$ cat src/rtl/prod_to_bcd.sv
// Sequential binary-to-BCD converter (double-dabble, one bit per clock) with a
// start/busy/done handshake; the result is held on bcd until the next completion.
module prod_to_bcd #(
  parameter int IN_W   = 18,
  parameter int DIGITS = 6
) (
  input  logic                  clk,
  input  logic                  reset,
  input  logic                  start,
  input  logic [IN_W-1:0]       bin,
  output logic                  busy,
  output logic                  done,
  output logic [4*DIGITS-1:0]   bcd,
  output logic [0:0]            dbg_state
);

  localparam int CW = $clog2(IN_W + 1);
  localparam int BW = 4 * DIGITS;

  localparam logic [0:0] S_IDLE  = 1'b0;
  localparam logic [0:0] S_SHIFT = 1'b1;

  // Handshake: start is sampled only while idle; busy is high for the IN_W
  // shift cycles; done is a one-cycle pulse in which bcd first shows the result.
  logic [0:0]      state_q, state_d;
  logic [IN_W-1:0] sr_q, sr_d;
  logic [BW-1:0]   scr_q, scr_d;
  logic [BW-1:0]   adj;
  logic [BW-1:0]   bcd_q, bcd_d;
  logic [CW-1:0]   cnt_q, cnt_d;
  logic            done_q, done_d;

  always_comb begin
    adj = scr_q;
    for (int i = 0; i < DIGITS; i++) begin
      if (scr_q[4*i +: 4] >= 4'd5) begin
        adj[4*i +: 4] = scr_q[4*i +: 4] + 4'd3;
      end
    end
  end

  always_comb begin
    state_d = state_q;
    sr_d    = sr_q;
    scr_d   = scr_q;
    cnt_d   = cnt_q;
    bcd_d   = bcd_q;
    done_d  = 1'b0;
    if (state_q == S_IDLE) begin
      if (start) begin
        sr_d    = bin;
        scr_d   = '0;
        cnt_d   = CW'(IN_W);
        state_d = S_SHIFT;
      end
    end else begin
      scr_d = {adj[BW-2:0], sr_q[IN_W-1]};
      sr_d  = {sr_q[IN_W-2:0], 1'b0};
      cnt_d = cnt_q - CW'(1);
      // Last bit: publish the freshly shifted scratch directly to the output.
      if (cnt_q == CW'(1)) begin
        bcd_d   = scr_d;
        done_d  = 1'b1;
        state_d = S_IDLE;
      end
    end
  end

  always_ff @(posedge clk or negedge reset) begin
    if (!reset) begin
      state_q <= S_IDLE;
      sr_q    <= '0;
      scr_q   <= '0;
      cnt_q   <= '0;
      bcd_q   <= '0;
      done_q  <= 1'b0;
    end else begin
      state_q <= state_d;
      sr_q    <= sr_d;
      scr_q   <= scr_d;
      cnt_q   <= cnt_d;
      bcd_q   <= bcd_d;
      done_q  <= done_d;
    end
  end

  assign busy      = (state_q == S_SHIFT);
  assign done      = done_q;
  assign bcd       = bcd_q;
  assign dbg_state = state_q;

endmodule

$ cat config.mk
export PLATFORM = sky130hd
export DESIGN_NAME = prod_to_bcd
export DESIGN_NICKNAME = d
export VERILOG_FILES = /design/src/rtl/prod_to_bcd.sv
export SDC_FILE = /design/constraint.sdc
export NUM_CORES = 1
export LEC_CHECK = 0
export ABC_AREA = 1
export ABC_CLOCK_PERIOD_IN_PS = 1330
export CAP_MARGIN = 30
export CORE_MARGIN = 2
export CORE_UTILIZATION = 49
export CTS_CLUSTER_SIZE = 8
export DETAILED_ROUTE_END_ITERATION = 10
export PLACE_DENSITY = 0.75
export SYNTH_ARGS = -nofsm -noshare
export SYNTH_HDL_FRONTEND = slang
export SYNTH_SLANG_ARGS = --single-unit
$ cat constraint.sdc
create_clock -name clk -period 1.33 [get_ports clk]
set_clock_uncertainty 0.05 [all_clocks]
set_input_delay 0.399 -clock clk [delete_from_list [all_inputs] [get_ports clk]]
set_output_delay 0.399 -clock clk [all_outputs]
set_load 0.005 [all_outputs]
==> key figures, run 1 <==
Place
  – PortBufs: between 40 and 50
  – Area after DPL: ~4300 sq um
  – HPWL Detailed: about 5200 microns
  – Dpl cells: 592
  – GPL Wtd Cong: roughly 0.83

Critical path
  – R2R Setup Slk: -0.09 ns
  – CP Max Fanout: 2
  – CP Launch Type: register
  – Cell-by-cell trace of the critical path: buf_6 > buf_6
  – Crit path DAT: about 0.99 ns
  – Worst r2r dst: scr_q[22]
  – R2r worst-path depth: 7
  – Worst setup path category: register to output port
  – Worst flop-to-flop path startpoint: busy
  – Max stage delay on crit path: approximately 0.4 ns
  – CP required: 0.88 ns
  – Critical Path Sink Type: output port
  – Cell with the largest stage delay on the worst path: dfrtp_1
  – CP dominant cell by count: buf_6

Clock tree
  – Max clock buf depth: 2
  – Clk slew on worst S/H paths: about 0.080 ns
  – H-Tree Depth: 3
  – Clk Tree Root Cell: clkbuf_8
  – Clock latency at the later pin of the worst-skew pair: approximately 0.34 ns
  – Clock sinks: 73
  – Hold-fix buffers, CTS: 0
  – TritonCTS clock tree: yes
  – CTS buffer count: 9

Final layout
  – Fill cell count: between 400 and 500
  – Layout cells sized above 1: 0.357
  – Finished layout cell area: 5150 sq um
  – Nets: 571
  – Ant diodes: 0
  – Layout Cells excl Fill: about 640
  – Post-synthesis to final-layout area growth: 45.4%

GRT
  – Vias in the first global route: 3109
  – GRT overflow: 0
  – Antenna violations before repair: 0
  – Largest net degree at the start of global routing: 74
  – Global Route Usage Sum: 0.225
  – First-pass GRT wire length: approximately 14000 microns

Timing
  – FMAX: 697 MHz
  – Worst slew margin: 0.745
  – Slew @ Worst Pin: 0.382 ns
  – Final setup violation count: 62
  – Final period util: 1.08
  – Min Tclk post-route: 1.44 ns
  – Final Hold Viols: 0
  – Slew Limit Fails: 0
  – RSZ-0062 raised after global routing: yes
  – Post-layout worst setup margin: -0.105 ns

Yosys
  – Post-synthesis sequential area ratio: 0.516
  – Post-synth EDFFs: 0
  – Post-Syn Instances: 430
  – Synth top cells by count: nand2_1 (175), dfrtp_1 (73), nand3_1 (49), inv_1 (43), o21ai_0 (17)
  – Synthesized flop and latch total: 73
  – Yosys top cell area share: 0.516
  – Netlist cell types: 20
  – Synthesized area per cell: roughly 8 sq um
  – Top post-synthesis cells by area: dfrtp_1 (52%), nand2_1 (19%), nand3_1 (6.9%)
  – Synthesized area: approximately 3500 sq um
  – Main flop type after synthesis: dfrtp_1
  – Mapped Nets: approximately 470
  – Yosys top cell by area: dfrtp_1
  – Cell with the most instances after synthesis: nand2_1
  – Ys async rst share: 1.00
  – Syn. warnings: 0

Die
  – Total die area: 7920 sq um
  – Core area: 6910 sq um
  – IO Count: 48
  – Die W: between 80 and 90 microns
  – Die height: 89.0 microns
  – Floorplan row count: 30
  – Starting Density: 0.513

Power
  – Pint: between 0.007 and 0.008 W
  – Sequential Power Share: 0.310
  – Clock share of power: 0.145
  – Comb power frac: 0.544
  – Net switching power: about 0.0054 W
  – VDD IR max: 0.00101 V
  – Final Power: approximately 0.013 W
  – Pwr dens: approximately 2500 nW/um^2
  – Sw frac: 0.427
  – Leakage: around 2.6 nW

Worst hold path
  – Hold Crit Class: input pin to asynchronous set/reset pin

Route
  – Post-Route WL: between 9000 and 10000 microns
  – Number of remaining DRC errors: 0
  – Post-route ant nets: 0
  – Vias/cell: 5.23
  – Via count: 3329
  – Initial drt markers: about 230
  – DR WL/cell: between 15 and 20 microns
  – Drt pass-1 iters: 4

Outcome
  – Run status: finished with violations
  – Failing checks: setup timing

Flow run
  – Max_cap viols: 0
cell usage in the layout, fill, tap and decap left out, types with 2 or more instances in the layout:
| master | instances |
|---|---|
| a21boi_2 | 2 |
| a21boi_4 | 3 |
| a22oi_1 | 7 |
| buf_12 | 4 |
| buf_2 | 26 |
| buf_4 | 44 |
| buf_6 | 12 |
| buf_8 | 2 |
| clkbuf_16 | 2 |
| clkbuf_8 | 12 |
| clkdlybuf4s50_1 | 19 |
| clkinvlp_4 | 3 |
| dfrtp_1 | 73 |
| ha_1 | 9 |
| ha_2 | 3 |
| ha_4 | 2 |
| inv_1 | 32 |
| inv_2 | 10 |
| inv_6 | 2 |
| nand2_1 | 147 |
| nand2_2 | 23 |
| nand2_4 | 5 |
| nand3_1 | 27 |
| nand3_2 | 16 |
| nand3_4 | 6 |
| nand4_1 | 12 |
| nor2_1 | 2 |
| nor2_4 | 2 |
| o211ai_1 | 3 |
| o21ai_0 | 6 |
| o21ai_1 | 8 |
| o21ai_2 | 3 |
| o221ai_2 | 5 |
power by group through the flow:
stage          registers, W  logic, W  clock network, W
2_1_floorplan       0.00381   0.00300                 0
3_3_place_gp        0.00383   0.00481                 0
3_5_place_dp        0.00386   0.00503                 0
4_1_cts             0.00381   0.00527           0.00186
5_1_grt             0.00403   0.00757           0.00196
6_report            0.00392   0.00688           0.00184
worst max-delay path by stage:
stage / from / endpoint / cells after the start
after floorplan: cnt_q[1] / bcd[20] / 8
after global placement: start / sr_q[4] / 4
after detailed placement: start / sr_q[7] / 4
after CTS: busy / sr_q[17] / 6
after global routing: busy / sr_q[17] / 6
final: busy / dbg_state / 2
critical path: cells and delay by family (launching register included):
family	cells	cell delay (ns)
buf+inv	2	0.23
flops	1	0.41
sequential cells by signal, indices dropped and copies added (netlist names):
register  count
cnt_q         5
done          1
bcd          24
busy          1
scr_q        24
sr_q         18
what timing repair did:
action	4_1_cts	5_1_grt
buffers inserted	15	12
cloned	0	3
pin swaps	3	54
resized for setup	145	108
setup endpoints to repair	98	82
layout make-up:
| cell class | instances | area (sq um) | share of cell area |
|---|---|---|---|
| clock buffers | 12 | 165 | 0.0321 |
| clock inverters | 4 | 50.0 | 0.00972 |
| inverters | 45 | 190 | 0.0369 |
| multi-input cells | 297 | 1840 | 0.358 |
| flip-flops and latches | 73 | 1830 | 0.355 |
| well taps | 96 | 120 | 0.0233 |
| repair buffers | 109 | 946 | 0.184 |
| repair inverters | 1 | 8.76 | 0.00170 |
stage by stage:
stage / utilization / worst slack (ns) / TNS [ns] / hold slack, ns
final: 0.745 / -0.105 / -2.51 / 0.0175
after global routing: 0.745 / -0.161 / -6.45 / 0.0397
after CTS: 0.668 / -0.0924 / -0.772 / 0.0378
after detailed placement: 0.623 / -0.407 / -13.95 / 0.406
after global placement: 0.623 / -0.343 / -11.78 / 0.409
after floorplan: - / 0.0576 / 0 / 0.0534
layer usage:
metal / vias up / GRT usage / share of wire / routed length [microns]
li1: 1612 / - / - / -
met1: 1607 / 0.278 / 0.41 / 3920
met3: 25 / 0.0369 / 0.042 / 403
met2: 85 / 0.389 / 0.53 / 5140
met4: 0 / 0.103 / 0.021 / 199
met5: - / 0 / 0 / 0
logic make-up after synthesis:
| family | share of synthesized area |
|---|---|
| AO/OA/AOI/OAI | 0.0763 |
| adder cells (fa/ha/maj) | 0.0495 |
| buffers and inverters | 0.0735 |
| flip-flops | 0.516 |
| AND/OR/NAND/NOR | 0.285 |
No activity file was read; power rests on OpenSTA's default activity.
==> run 2, diff against run 1 <==
CTS_CLUSTER_SIZE = 30   (was 8)
==> results of run 2 <==
Final layout, timing and power as in run 1 (identical DEF).
==> run 3, diff against run 2 <==
CORE_UTILIZATION = 35   (was 49)
PLACE_DENSITY = 0.57   (was 0.75)
==> key figures, run 3 (synthesis results as in run 1) <==
GRT
  – GRT overflow: 0
  – Global Route Usage Sum: 0.166
  – First-pass GRT wire length: approximately 15000 microns
  – Antenna violations before repair: 0
  – Vias in the first global route: 3133
  – Largest net degree at the start of global routing: 27

Die
  – Die W: roughly 100 microns
  – IO Count: between 40 and 50
  – Starting Density: 0.361
  – Core area: approximately 9800 sq um
  – Total die area: about 11000 sq um
  – Floorplan row count: 36
  – Die height: approximately 100 microns

Timing
  – Final period util: 1.03
  – Slew Limit Fails: 0
  – RSZ-0062 raised after global routing: yes
  – Slew @ Worst Pin: 0.327 ns
  – FMAX: roughly 730 MHz
  – Post-layout worst setup margin: -0.0338 ns
  – Worst slew margin: 0.782
  – Final Hold Viols: 0
  – Final setup violation count: 4
  – Min Tclk post-route: approximately 1.4 ns

Clock tree
  – Clk slew on worst S/H paths: around 0.07 ns
  – Max clock buf depth: 2
  – CTS buffer count: 9
  – Clk Tree Root Cell: clkbuf_8
  – Clock sinks: 73
  – H-Tree Depth: 3
  – TritonCTS clock tree: yes
  – Clock latency at the later pin of the worst-skew pair: approximately 0.35 ns

Power
  – Leakage: around 2.7 nW
  – Sequential Power Share: 0.321
  – Pwr dens: ~2400 nW/um^2
  – Pint: slightly above 0.007 W
  – Final Power: roughly 0.012 W
  – Net switching power: just over 0.005 W
  – VDD IR max: around 0.00076 V
  – Clock share of power: 0.128
  – Sw frac: 0.412
  – Comb power frac: 0.551

Critical path
  – Critical Path Sink Type: output port
  – CP Launch Type: register
  – CP required: around 0.88 ns
  – Cell-by-cell trace of the critical path: buf_2
  – Worst setup path category: register to output port
  – Max stage delay on crit path: about 0.43 ns
  – Cell with the largest stage delay on the worst path: dfrtp_1
  – Delay-heaviest family, CP: flip-flops
  – CP Max Fanout: 3
  – Buffers & Inverters on Critical Path: 1
  – Crit path DAT: 0.91 ns

Place
  – HPWL Detailed: 5660 microns
  – Placement Setup Slack: -0.270 ns
  – PortBufs: between 40 and 50
  – GPL Wtd Cong: roughly 0.88

Route
  – Drt pass-1 iters: 4
  – Post-route ant nets: 0
  – Via count: ~3200
  – Post-Route WL: 8680 microns
  – DR WL/cell: 12.7 microns
  – Initial drt markers: 108
  – Number of remaining DRC errors: 0
  – Vias/cell: between 4 and 5

Outcome
  – Failing checks: setup timing
  – Run status: finished with violations

Final layout
  – Nets: about 580
  – Post-synthesis to final-layout area growth: 46.0%
  – Most common cell after layout, fill and taps aside: nand2_1
  – Most frequent cells in the layout: nand2_1 (147), dfrtp_1 (73), buf_4 (62)
  – Ant diodes: 0
  – Fill cell count: roughly 950
  – Layout cells sized above 1: 0.359

Worst hold path
  – Hold Crit Class: register to register

Flow run
  – Max_cap viols: 0
## run 3: metrics by stage
stage,util,cell area (sq um),std cells,hold slack [ns],setup TNS (ns)
after floorplan,-,3540,430,0.0534,0
after global placement,0.452,4440,637,0.277,-9.75
after detailed placement,0.452,4440,637,0.275,-11.70
after CTS,0.491,4820,676,0.434,-0.443
after global routing,0.527,5170,685,0.457,-1.21
final,0.527,5170,685,0.430,-0.0856
## run 3: area by class of cell
class / instances / area, sq um / area share
multi-input combinational: 297 / 1840 / 0.356
clock inverter: 3 / 15.0 / 0.00290
sequential: 73 / 1830 / 0.353
timing repair buffer: 121 / 980 / 0.189
tap: 133 / 166 / 0.0322
inverter: 45 / 185 / 0.0358
clock buffer: 13 / 159 / 0.0307
## run 3: power groups by stage
stage | clock, W | combinational, W | sequential [W]
floorplan | 0 | 0.00300 | 0.00381
global placement | 0 | 0.00504 | 0.00385
detailed placement | 0 | 0.00515 | 0.00386
CTS | 0.00163 | 0.00561 | 0.00380
global route | 0.00170 | 0.00758 | 0.00403
finish | 0.00157 | 0.00673 | 0.00392
## run 3: routing by layer
layer / wire length (microns) / track usage
met5: 0 / 0
met2: 4040 / 0.264
met1: 4100 / 0.216
met4: 209 / 0.0838
met3: 325 / 0.0306
## run 3: what timing repair did
action,4_1_cts,5_1_grt
cloned,1,0
buffers inserted,22,12
hold buffers,1,0
endpoints found under the setup margin,67,79
pin swaps,7,34
hold endpoints to repair,21,0
resized for setup,149,90
## run 3: worst reg2reg max path: cells and delay by family, from the launching register on
kind	cells	cell delay, ns
buf+inv	3	0.45
simple gates	4	0.37
flops	1	0.41
## run 3: path summary, 6_finish.rpt
path                        start         to  slack (ns)  depth (start not counted)
setup / recovery             busy  dbg_state       -0.03                          1
hold reg to reg            bcd[5]     bcd[5]        0.43                          2
max in group asynchronous   reset   cnt_q[4]        0.33                          3
min in group asynchronous   reset    bcd[10]        0.44                          2
hold / removal             bcd[5]     bcd[5]        0.43                          2
setup reg to reg             busy    bcd[21]       -0.02                          7
